File: src/rtl/hex_keypad_scanner_pkg.sv
//==============================================================================
// Module  : hex_keypad_scanner_pkg
// Brief   : Shared FSM/scan-result encodings and key-code map for the keypad scanner.
// Revision: 1.0 - initial release
//==============================================================================
`default_nettype none
`timescale 1ns/1ps

package hex_keypad_scanner_pkg;

  typedef enum logic [1:0] {
    ST_IDLE    = 2'd0,
    ST_PRESS   = 2'd1,
    ST_HELD    = 2'd2,
    ST_RELEASE = 2'd3
  } kp_state_t;

  typedef enum logic [1:0] {
    RES_NONE  = 2'd0,
    RES_KEY   = 2'd1,
    RES_MULTI = 2'd2
  } scan_res_t;

  // Pmod KYPD legend: 1 2 3 A / 4 5 6 B / 7 8 9 C / 0 F E D
  function automatic logic [3:0] kp_map(input logic [1:0] row, input logic [1:0] col);
    logic [3:0] code;
    case ({row, col})
      4'h0:    code = 4'h1;
      4'h1:    code = 4'h2;
      4'h2:    code = 4'h3;
      4'h3:    code = 4'hA;
      4'h4:    code = 4'h4;
      4'h5:    code = 4'h5;
      4'h6:    code = 4'h6;
      4'h7:    code = 4'hB;
      4'h8:    code = 4'h7;
      4'h9:    code = 4'h8;
      4'hA:    code = 4'h9;
      4'hB:    code = 4'hC;
      4'hC:    code = 4'h0;
      4'hD:    code = 4'hF;
      4'hE:    code = 4'hE;
      default: code = 4'hD;
    endcase
    return code;
  endfunction

endpackage

`default_nettype wire

File: src/rtl/keypad_col_scan.sv
//==============================================================================
// Module  : keypad_col_scan
// Brief   : Column drive, row synchronizer and per-scan classification of a 4x4 keypad.
// Revision: 1.0 - initial release
//==============================================================================
`default_nettype none
`timescale 1ns/1ps

module keypad_col_scan
  import hex_keypad_scanner_pkg::*;
#(
  parameter int SCAN_DIV = 100000
) (
  input  logic       Clk_I,
  input  logic       Rst_N_I,
  input  logic [3:0] Row_I,
  output logic [3:0] Col_O,
  output logic       Scan_Done_O,
  output scan_res_t  Scan_Res_O,
  output logic [3:0] Scan_Code_O
);

  localparam int c_dw = $clog2(SCAN_DIV);
  localparam logic [c_dw-1:0] c_dwell_last = c_dw'(SCAN_DIV - 1);

  logic [c_dw-1:0] r_dwell;
  logic [1:0]      r_col_idx;
  logic [3:0]      r_row_meta;
  logic [3:0]      r_row_sync;
  logic [11:0]     r_snap;       // rows seen for columns 0..2, column c in [c*4 +: 4]
  logic            w_last;
  logic [15:0]     w_pressed;
  logic [4:0]      w_npress;
  logic [1:0]      w_hit_row;
  logic [1:0]      w_hit_col;

  assign w_last    = (r_dwell == c_dwell_last);
  assign Col_O     = ~(4'b0001 << r_col_idx);
  // Column 3 is classified straight from the synchronizer on its sampling cycle.
  assign w_pressed = ~{r_row_sync, r_snap};

  always_comb begin
    w_npress  = '0;
    w_hit_row = '0;
    w_hit_col = '0;
    for (int i = 0; i < 16; i++) begin
      if (w_pressed[i]) begin
        w_npress  = w_npress + 5'd1;
        w_hit_col = 2'(i >> 2);
        w_hit_row = 2'(i & 3);
      end
    end
  end

  always_ff @(posedge Clk_I or negedge Rst_N_I) begin
    if (!Rst_N_I) begin
      r_row_meta  <= 4'hF;
      r_row_sync  <= 4'hF;
      r_dwell     <= '0;
      r_col_idx   <= '0;
      r_snap      <= '1;
      Scan_Done_O <= 1'b0;
      Scan_Res_O  <= RES_NONE;
      Scan_Code_O <= 4'h0;
    end else begin
      r_row_meta  <= Row_I;
      r_row_sync  <= r_row_meta;
      Scan_Done_O <= 1'b0;
      if (w_last) begin
        r_dwell   <= '0;
        r_col_idx <= r_col_idx + 2'd1;
        case (r_col_idx)
          2'd0: r_snap[3:0]  <= r_row_sync;
          2'd1: r_snap[7:4]  <= r_row_sync;
          2'd2: r_snap[11:8] <= r_row_sync;
          default: begin
            Scan_Done_O <= 1'b1;
            Scan_Code_O <= kp_map(w_hit_row, w_hit_col);
            if (w_npress == 5'd0)      Scan_Res_O <= RES_NONE;
            else if (w_npress == 5'd1) Scan_Res_O <= RES_KEY;
            else                       Scan_Res_O <= RES_MULTI;
          end
        endcase
      end else begin
        r_dwell <= r_dwell + c_dw'(1);
      end
    end
  end

endmodule

`default_nettype wire

File: src/rtl/hex_keypad_scanner.sv
//==============================================================================
// Module  : hex_keypad_scanner
// Brief   : Debounced 4x4 hex keypad scanner feeding a 32-bit right-to-left entry register.
// Revision: 1.0 - initial release
//==============================================================================
`default_nettype none
`timescale 1ns/1ps

module hex_keypad_scanner
  import hex_keypad_scanner_pkg::*;
#(
  parameter int SCAN_DIV       = 100000,
  parameter int DEBOUNCE_SCANS = 4
) (
  input  logic        Clk_I,
  input  logic        Rst_N_I,
  input  logic [3:0]  Row_I,
  output logic [3:0]  Col_O,
  input  logic        Clr_I,
  output logic        KeyValid_O,
  output logic [3:0]  KeyCode_O,
  output logic [31:0] Data_O
);

  localparam int c_cw = $clog2(DEBOUNCE_SCANS + 1);
  localparam logic [c_cw-1:0] c_cnt_last = c_cw'(DEBOUNCE_SCANS - 1);

  logic            w_scan_done;
  scan_res_t       w_scan_res;
  logic [3:0]      w_scan_code;

  kp_state_t       r_state, w_state_nxt;
  logic [c_cw-1:0] r_cnt, w_cnt_nxt;
  logic [3:0]      r_cand, w_cand_nxt;
  logic            w_accept;
  logic            w_is_key;

  logic            r_key_valid;
  logic [3:0]      r_key_code;
  logic [31:0]     r_data;

  keypad_col_scan #(
    .SCAN_DIV (SCAN_DIV)
  ) u_col_scan (
    .Clk_I       (Clk_I),
    .Rst_N_I     (Rst_N_I),
    .Row_I       (Row_I),
    .Col_O       (Col_O),
    .Scan_Done_O (w_scan_done),
    .Scan_Res_O  (w_scan_res),
    .Scan_Code_O (w_scan_code)
  );

  // MULTI deliberately falls into the "not a key" bucket alongside NONE.
  assign w_is_key = (w_scan_res == RES_KEY);

  always_comb begin
    w_state_nxt = r_state;
    w_cnt_nxt   = r_cnt;
    w_cand_nxt  = r_cand;
    w_accept    = 1'b0;
    if (w_scan_done) begin
      case (r_state)
        ST_IDLE: begin
          if (w_is_key) begin
            w_cand_nxt  = w_scan_code;
            w_cnt_nxt   = c_cw'(1);
            w_state_nxt = ST_PRESS;
          end
        end
        ST_PRESS: begin
          if (w_is_key && (w_scan_code == r_cand)) begin
            if (r_cnt >= c_cnt_last) begin
              w_accept    = 1'b1;
              w_cnt_nxt   = '0;
              w_state_nxt = ST_HELD;
            end else begin
              w_cnt_nxt = r_cnt + c_cw'(1);
            end
          end else begin
            w_cnt_nxt   = '0;
            w_state_nxt = ST_IDLE;
          end
        end
        ST_HELD: begin
          if (!w_is_key) begin
            w_cnt_nxt   = c_cw'(1);
            w_state_nxt = ST_RELEASE;
          end
        end
        default: begin
          if (w_is_key) begin
            w_cnt_nxt   = '0;
            w_state_nxt = ST_HELD;
          end else if (r_cnt >= c_cnt_last) begin
            w_cnt_nxt   = '0;
            w_state_nxt = ST_IDLE;
          end else begin
            w_cnt_nxt = r_cnt + c_cw'(1);
          end
        end
      endcase
    end
  end

  always_ff @(posedge Clk_I or negedge Rst_N_I) begin
    if (!Rst_N_I) begin
      r_state     <= ST_IDLE;
      r_cnt       <= '0;
      r_cand      <= 4'h0;
      r_key_valid <= 1'b0;
      r_key_code  <= 4'h0;
      r_data      <= 32'h0;
    end else begin
      r_state     <= w_state_nxt;
      r_cnt       <= w_cnt_nxt;
      r_cand      <= w_cand_nxt;
      r_key_valid <= w_accept;
      if (w_accept) r_key_code <= r_cand;
      if (Clr_I)         r_data <= 32'h0;
      else if (w_accept) r_data <= {r_data[27:0], r_cand};
    end
  end

  assign KeyValid_O = r_key_valid;
  assign KeyCode_O  = r_key_code;
  assign Data_O     = r_data;

endmodule

`default_nettype wire

File: config.mk
export PLATFORM = sky130hd
export DESIGN_NAME = hex_keypad_scanner
export DESIGN_NICKNAME = d
export VERILOG_FILES = /design/src/rtl/hex_keypad_scanner_pkg.sv /design/src/rtl/keypad_col_scan.sv /design/src/rtl/hex_keypad_scanner.sv
export SDC_FILE = /design/constraint.sdc
export NUM_CORES = 1
export LEC_CHECK = 0
export ABC_AREA = 1
export CORE_ASPECT_RATIO = 1.25
export CORE_MARGIN = 4
export CORE_UTILIZATION = 69
export DETAILED_ROUTE_END_ITERATION = 8
export DONT_BUFFER_PORTS = 1
export GPL_TIMING_DRIVEN = 0
export PLACE_DENSITY = 0.95
export SLEW_MARGIN = 20
export SYNTH_ARGS = -nofsm -noshare
export SYNTH_HDL_FRONTEND = slang
export SYNTH_SLANG_ARGS = --single-unit
File: constraint.sdc
create_clock -name Clk_I -period 16.6 [get_ports Clk_I]
set_input_delay 0.83 -clock Clk_I [delete_from_list [all_inputs] [get_ports Clk_I]]
set_output_delay 0.83 -clock Clk_I [all_outputs]
set_load 0.05 [all_outputs]
==> results.toml, run 1 <==
[detailed_routing]
initialDrtViolationCount = 488
viasPerCell = 5.868
vias = 5475
wire_per_inst_um = 16.18
ant_nets = 0
drt-total-wl_mm = 15.09
drt_first_pass_iters = 6
drcViolationCount = 0

[layout]
seqCellArea_um2 = 2327
multi_input_area_um2 = 2821
fin_cells = 933
antenna_cells = 0
final.fill_count = 496
drive_gt1_frac = 0.1208
layout-area-overhead-vs-synth_pct = 5.331
design_area_um2 = 6205
fin_nets = 868

[worst_setup_path]
crit_type = "register to register"
cp_slowest_cell = "dfstp_2"
cp_max_fo = 5
cpPeakStageDelay_ns = 0.56
worstSetupEndpointType = "register"
cp-start-kind = "register"
crit_path_frequent_cell = "nand2_1"
cp.arrival_ns = 9.79
cp_data_required_time_ns = 16.87

[grt]
grt.overflow.total = 0
grt_max_degree = 93
grt_usage = 0.3154
antenna_found_initial = 0
grtUsageMet3 = 0.07536
grt_pass1_wl_mm = 26.23
busiest_layer = "met2"
first_global_vias = 5644
met1_usage = 0.3527
met2_usage = 0.5695

[synthesis]
synth_top_cell_area_share = 0.3059
mappedNetlistNets = 857
ys_ff_latch = 92
syn_inst = 820
netlist_area_um2 = 5891
synth-edff-count = 0
yosys.area.top_type = "dfrtp_1"
synth_area_leaders = "dfrtp_1, nand2_1, inv_1"
yosysMostFrequentCell = "nand2_1"
synth.distinct_cells = 45
yosys_warnings = 0
synth_commonest_cells = "nand2_1, inv_1, nor2_1"
yosysSeqAreaShare = 0.3951
synth_area_per_cell_um2 = 7.184
synthFlopType = "dfrtp_1"
async_reset_ff_frac = 1.000

[die]
die_h_um = 111.3
die_w_um = 90.64
io_pins = 48
initial_core_util = 0.7109
num_rows = 37
core-area_um2 = 8287
die_area_um2 = 10090

[sta]
slew_viol_final = 0
holdWs_ns = 0.1345
tightest_slew_ns = 0.6360
finalSetupViolCount = 0
tns_ns = 0
layout_min_cycle_time_ns = 9.526
hold_viol = 0
rsz0062_at_grt = "false"
max_slew_margin = 0.5728
clock-skew-final_ns = 0.009860
fmax_mhz = 105.0
finalCritPeriodShare = 0.5739

[power_and_ir_drop]
total_power_mw = 0.3944
powerDensity_nw_per_um2 = 63.56
ir_worst_vdd_mv = 0.08659
p_leak_nw = 3.430

[clock_tree]
clk_transition_reported_paths_ns = 0.09
holdBufCountCts = 0
clk_path_buf_depth = 2
cts_htree_levels = 3
cts_resized = 0
cts_tree = "yes"
clock_latency_ns = 0.38
cts_made_buffers = 9
postCtsSetupBuffers = 0
cts_sinks = 92
cts_root_buffer = "clkbuf_8"

[placed_design]
place_congestion = 0.9018
dp_cells = 917
dp_hpwl_mm = 10.40
port-buffer-count = 0
place_area_um2 = 6012

[worst_hold_path]
min-delay-path-class = "primary input to async pin"

[job]
drv_cap = 0

[run_status]
status = "completed"
placed cells by master (no fill, tap or decap), drive strengths merged, types with 3 or more instances in the layout:
| cell | synthesis | layout |
|---|---|---|
| nor2 | 80 | 80 |
| a22oi | 3 | 3 |
| nand4 | 7 | 7 |
| nand3b | 4 | 4 |
| clkinv | 2 | 3 |
| o21ai | 32 | 32 |
| nand3 | 62 | 62 |
| a21boi | 4 | 4 |
| o211ai | 3 | 3 |
| clkinvlp | 0 | 4 |
| nand2 | 223 | 223 |
| ha | 30 | 30 |
| o22ai | 22 | 22 |
| a21oi | 26 | 26 |
| or2 | 8 | 8 |
| clkbuf | 9 | 19 |
| dfrtp | 72 | 72 |
| dfstp | 20 | 20 |
| nor3 | 9 | 9 |
| nor4 | 4 | 4 |
| inv | 182 | 182 |
| xor2 | 4 | 4 |
state kept, by name, summed over array words and instances (netlist names):
| register | count |
|---|---|
| KeyCode_O | 4 |
| u_col_scan.r_row_meta | 4 |
| u_col_scan.r_col_idx | 2 |
| u_col_scan.Scan_Res_O | 2 |
| r_state | 2 |
| Data_O | 32 |
| u_col_scan.Scan_Code_O | 4 |
| u_col_scan.Scan_Done_O | 1 |
| r_cand | 4 |
| u_col_scan.r_row_sync | 4 |
| u_col_scan.r_snap | 12 |
| KeyValid_O | 1 |
| u_col_scan.r_dwell | 17 |
| r_cnt | 3 |
logic make-up after synthesis:
logic type | share of synthesized area
simple gates | 0.3088
flops | 0.3951
fa+ha+maj | 0.06372
buf+inv | 0.1260
compound gates | 0.09750
xor+xnor | 0.008921
area by class of cell:
class,count,area share
clock buffer,10,0.02057
multi-input combinational,533,0.4547
tap,97,0.01956
clock inverter,6,0.01049
sequential,92,0.3751
inverter,184,0.1117
buffer,11,0.007864
worst max-delay path: cells and delay by family, from the launching register on:
kind,cells,cell delay (ns)
buf+inv,7,0.47
simple gates,28,3.95
xor+xnor,1,0.12
fa+ha+maj,14,3.84
compound gates,4,0.51
flops,1,0.56
metrics by stage:
| step | setup slack [ns] | utilization |
|---|---|---|
| after detailed placement | 7.178 | 0.7255 |
| final | 7.074 | 0.7488 |
| after global placement | 7.571 | 0.7255 |
| after CTS | 7.094 | 0.7488 |
| after floorplan | 7.914 | - |
| after global routing | 6.335 | 0.7488 |
where the power goes:
part           switching, mW  internal (mW)
clock network         0.0817         0.0693
registers            0.00113          0.226
logic                 0.0109        0.00534
total                 0.0938          0.301
per-layer routing:
layer / vias to the layer above / wire length (um)
li1: 2572 / -
met5: - / 0
met3: 81 / 1276
met4: 0 / 626
met2: 310 / 7726
met1: 2512 / 5462
path summary, 6_finish.rpt:
check	startpoint	endpoint	slack, ns	depth (start not counted)
max reg2reg	u_col_scan.r_snap[0]	u_col_scan.Scan_Res_O[1]	7.07	54
min	Rst_N_I	Data_O[12]	0.13	0
max	u_col_scan.r_snap[0]	u_col_scan.Scan_Res_O[1]	7.07	54
min in group Clk_I	u_col_scan.r_row_meta[2]	u_col_scan.r_row_sync[2]	0.35	0
max in group asynchronous	Rst_N_I	u_col_scan.r_snap[4]	16.26	0
min reg2reg	u_col_scan.r_row_meta[2]	u_col_scan.r_row_sync[2]	0.35	0
Note: power is estimated with default switching activity, not from simulation.
==> inputs of run 2 (changes only) <==
--- a/config.mk
+++ b/config.mk
@@ -5,14 +5,14 @@
 export SDC_FILE = /design/constraint.sdc
 export NUM_CORES = 1
 export LEC_CHECK = 0
-export ABC_AREA = 1
+export ABC_AREA = 0
 export CORE_ASPECT_RATIO = 1.25
 export CORE_MARGIN = 4
-export CORE_UTILIZATION = 69
+export CORE_UTILIZATION = 64
 export DETAILED_ROUTE_END_ITERATION = 8
 export DONT_BUFFER_PORTS = 1
 export GPL_TIMING_DRIVEN = 0
-export PLACE_DENSITY = 0.95
+export PLACE_DENSITY = 0.91
 export SLEW_MARGIN = 20
 export SYNTH_ARGS = -nofsm -noshare
 export SYNTH_HDL_FRONTEND = slang
==> constraint.sdc (replaced) <==
create_clock -name Clk_I -period 9.1 [get_ports Clk_I]
set_input_delay 0.455 -clock Clk_I [delete_from_list [all_inputs] [get_ports Clk_I]]
set_output_delay 0.455 -clock Clk_I [all_outputs]
set_load 0.05 [all_outputs]
==> run 2 against run 1 <==
Against the previous run:
- the run now ends with negative hold slack left
- total power rose by 88%
- sequential cell count stayed put
- clock power rose by 96%
- count of clock-buffer cells in the layout decreased by 1
- critical endpoint unchanged
- highest routed layer unchanged
==> results.toml, run 2 <==
[layout]
multi_input_area_um2 = 3366
fin_nets = 672
drive_gt1_frac = 0.1875
final.fill_count = 540
largest_reg_flops = 32
fin_util = 0.7346
seqCellArea_um2 = 2327
antenna_cells = 0
layout-area-overhead-vs-synth_pct = 10.51
fin_cells = 760
layout_common_cells = "nand2_1, dfrtp_1, a21oi_1, xnor2_1"
final_common_cell = "nand2_1"

[sta]
slew_viol_final = 0
max_slew_margin = 0.4275
finalCritPeriodShare = 0.9731
fmax_mhz = 112.9
clock-skew-final_ns = 0.02667
setup_slack_ns = 0.2452
hold_viol = 23
finalSetupViolCount = 0
layout_min_cycle_time_ns = 8.855
tightest_slew_ns = 0.8516
tns_ns = 0
holdWs_ns = -0.01284

[synthesis]
netlist_area_um2 = 5847
synth-edff-count = 0
synth_top_family_by_area = "simple AND/OR/NAND/NOR gates"
yosys.area.top_type = "dfrtp_1"
yosys.area_share.adder = 0.06420
yosys_warnings = 0
yosysMostFrequentCell = "nand2_1"
synth-xor-area-share = 0.1286
synth_area_leaders = "dfrtp_1, dfstp_2, nand2_1"
synth_top_cell_area_share = 0.3082
ys_ff_latch = 92
mappedNetlistNets = 647
syn_inst = 610
yosysSeqAreaShare = 0.3980
synthFlopType = "dfrtp_1"
synthMuxAreaShare = 0.05200
synth_area_per_cell_um2 = 9.585
synth_commonest_cells = "nand2_1, dfrtp_1, a21oi_1"
synth-compound-area-share = 0.1066
yosys.area_share.simple = 0.2031
synth.distinct_cells = 69
async_reset_ff_frac = 1.000

[placed_design]
dp_cells = 730
pre_cts_ws_ns = -0.6252
place_congestion = 0.8499
port-buffer-count = 0
dp_hpwl_mm = 8.612

[die]
die_area_um2 = 10740
num_rows = 38
io_pins = 48
initial_core_util = 0.6647
die_h_um = 114.9
core-area_um2 = 8796
die_w_um = 93.49

[clock_tree]
cts_htree_levels = 3
clk_transition_reported_paths_ns = 0.12
cts_tree = "yes"
cts_made_buffers = 9
cts_root_buffer = "clkbuf_8"
clock_latency_ns = 0.38
cts_sinks = 92
clk_path_buf_depth = 2

[detailed_routing]
wire_per_inst_um = 17.09
drt-total-wl_mm = 12.99
drcViolationCount = 0
ant_nets = 0
vias = 4568
drt_first_pass_iters = 5
initialDrtViolationCount = 307
viasPerCell = 6.011

[worst_hold_path]
min-delay-path-class = "primary input to async pin"

[worst_setup_path]
cp.arrival_ns = 9.09
worst-path-buf-inv = 4
path_depth = 46
cpPeakStageDelay_ns = 0.56
rr_worst_depth = 46
cp_max_fo = 5
cp_slowest_cell = "dfstp_2"
crit_path_frequent_cell = "ha_1"
cp_top_family = "adder cells"
rrSetupSlack_ns = 0.25
cp_data_required_time_ns = 9.34
crit_type = "register to register"
worstSetupEndpointType = "register"
cp-start-kind = "register"

[grt]
grt_pass1_wl_mm = 20.10
first_global_vias = 4509
antenna_found_initial = 0
grt_max_degree = 93
grt.overflow.total = 0
grt_usage = 0.2316

[job]
drv_cap = 0

[power_and_ir_drop]
powerDensity_nw_per_um2 = 114.8
p_leak_nw = 2.762
ir_worst_vdd_mv = 0.1121

[run_status]
violations = "negative hold slack"
status = "complete, but fails checks"
run 2: cell types whose count changed after synthesis, sizes merged, moves of 17 or more:
| cell | delta |
|---|---|
| inv | -152 |
| mux2 | +17 |
| nand2 | -103 |
| nand3 | -48 |
| nor2 | -47 |
| o22ai | -21 |
| xnor2 | +43 |
run 2: final cells by class:
cell class	count	share of cell area
Sequential cell	92	0.3602
Clock inverter	7	0.01414
Buffer	28	0.02556
Tap cell	120	0.02324
Clock buffer	9	0.01917
Multi-Input combinational cell	460	0.5209
Inverter	30	0.01743
Timing Repair Buffer	14	0.01936
run 2: logic make-up (layout without fill, tap and decap cells):
group	after synthesis	in the layout
flops	92	92
simple gates	241	241
buf+inv	58	88
compound gates	95	95
fa+ha+maj	30	30
mux	27	27
xor+xnor	67	67
run 2: worst paths after layout:
| check | endpoint | startpoint |
|---|---|---|
| setup reg to reg | u_col_scan.Scan_Res_O[1] | u_col_scan.r_snap[1] |
| max in group asynchronous | u_col_scan.r_row_meta[3] | Rst_N_I |
| setup / recovery | u_col_scan.Scan_Res_O[1] | u_col_scan.r_snap[1] |
| hold / removal | Data_O[1] | Rst_N_I |
| hold reg to reg | u_col_scan.r_row_sync[3] | u_col_scan.r_row_meta[3] |
| min in group Clk_I | u_col_scan.r_row_meta[0] | Row_I[0] |
run 2: per-layer routing:
metal	part of all wire	GRT usage	vias up
met5	0	0	-
met4	0.034	0.1065	0
met3	0.045	0.04188	47
met2	0.54	0.4327	168
met1	0.38	0.2517	2233
li1	-	-	2120
run 2: what timing repair did:
action,in CTS,in global routing
cloned,0,0
setup endpoints to repair,2,2
pin swaps,3,8
setup buffers,3,10
hold buffers,1,0
resized for setup,11,14
hold endpoints to repair,92,0
run 2: where the power goes:
| part | switching, mW | total [mW] | internal (mW) |
|---|---|---|---|
| logic | 0.0220 | 0.0333 | 0.0113 |
| registers | 0.000631 | 0.413 | 0.412 |
| clock network | 0.162 | 0.296 | 0.134 |
run 2: metrics by stage:
stage               hold slack (ns)  power, mW  instance area, um^2
finish                     -0.01284     0.7416                 6461
global route              -0.004034     0.7656                 6461
CTS                        0.009499     0.7382                 6307
detailed placement           0.1652     0.4413                 6003
global placement             0.1653     0.4395                 5997
floorplan                    0.1594     0.4369                 5847
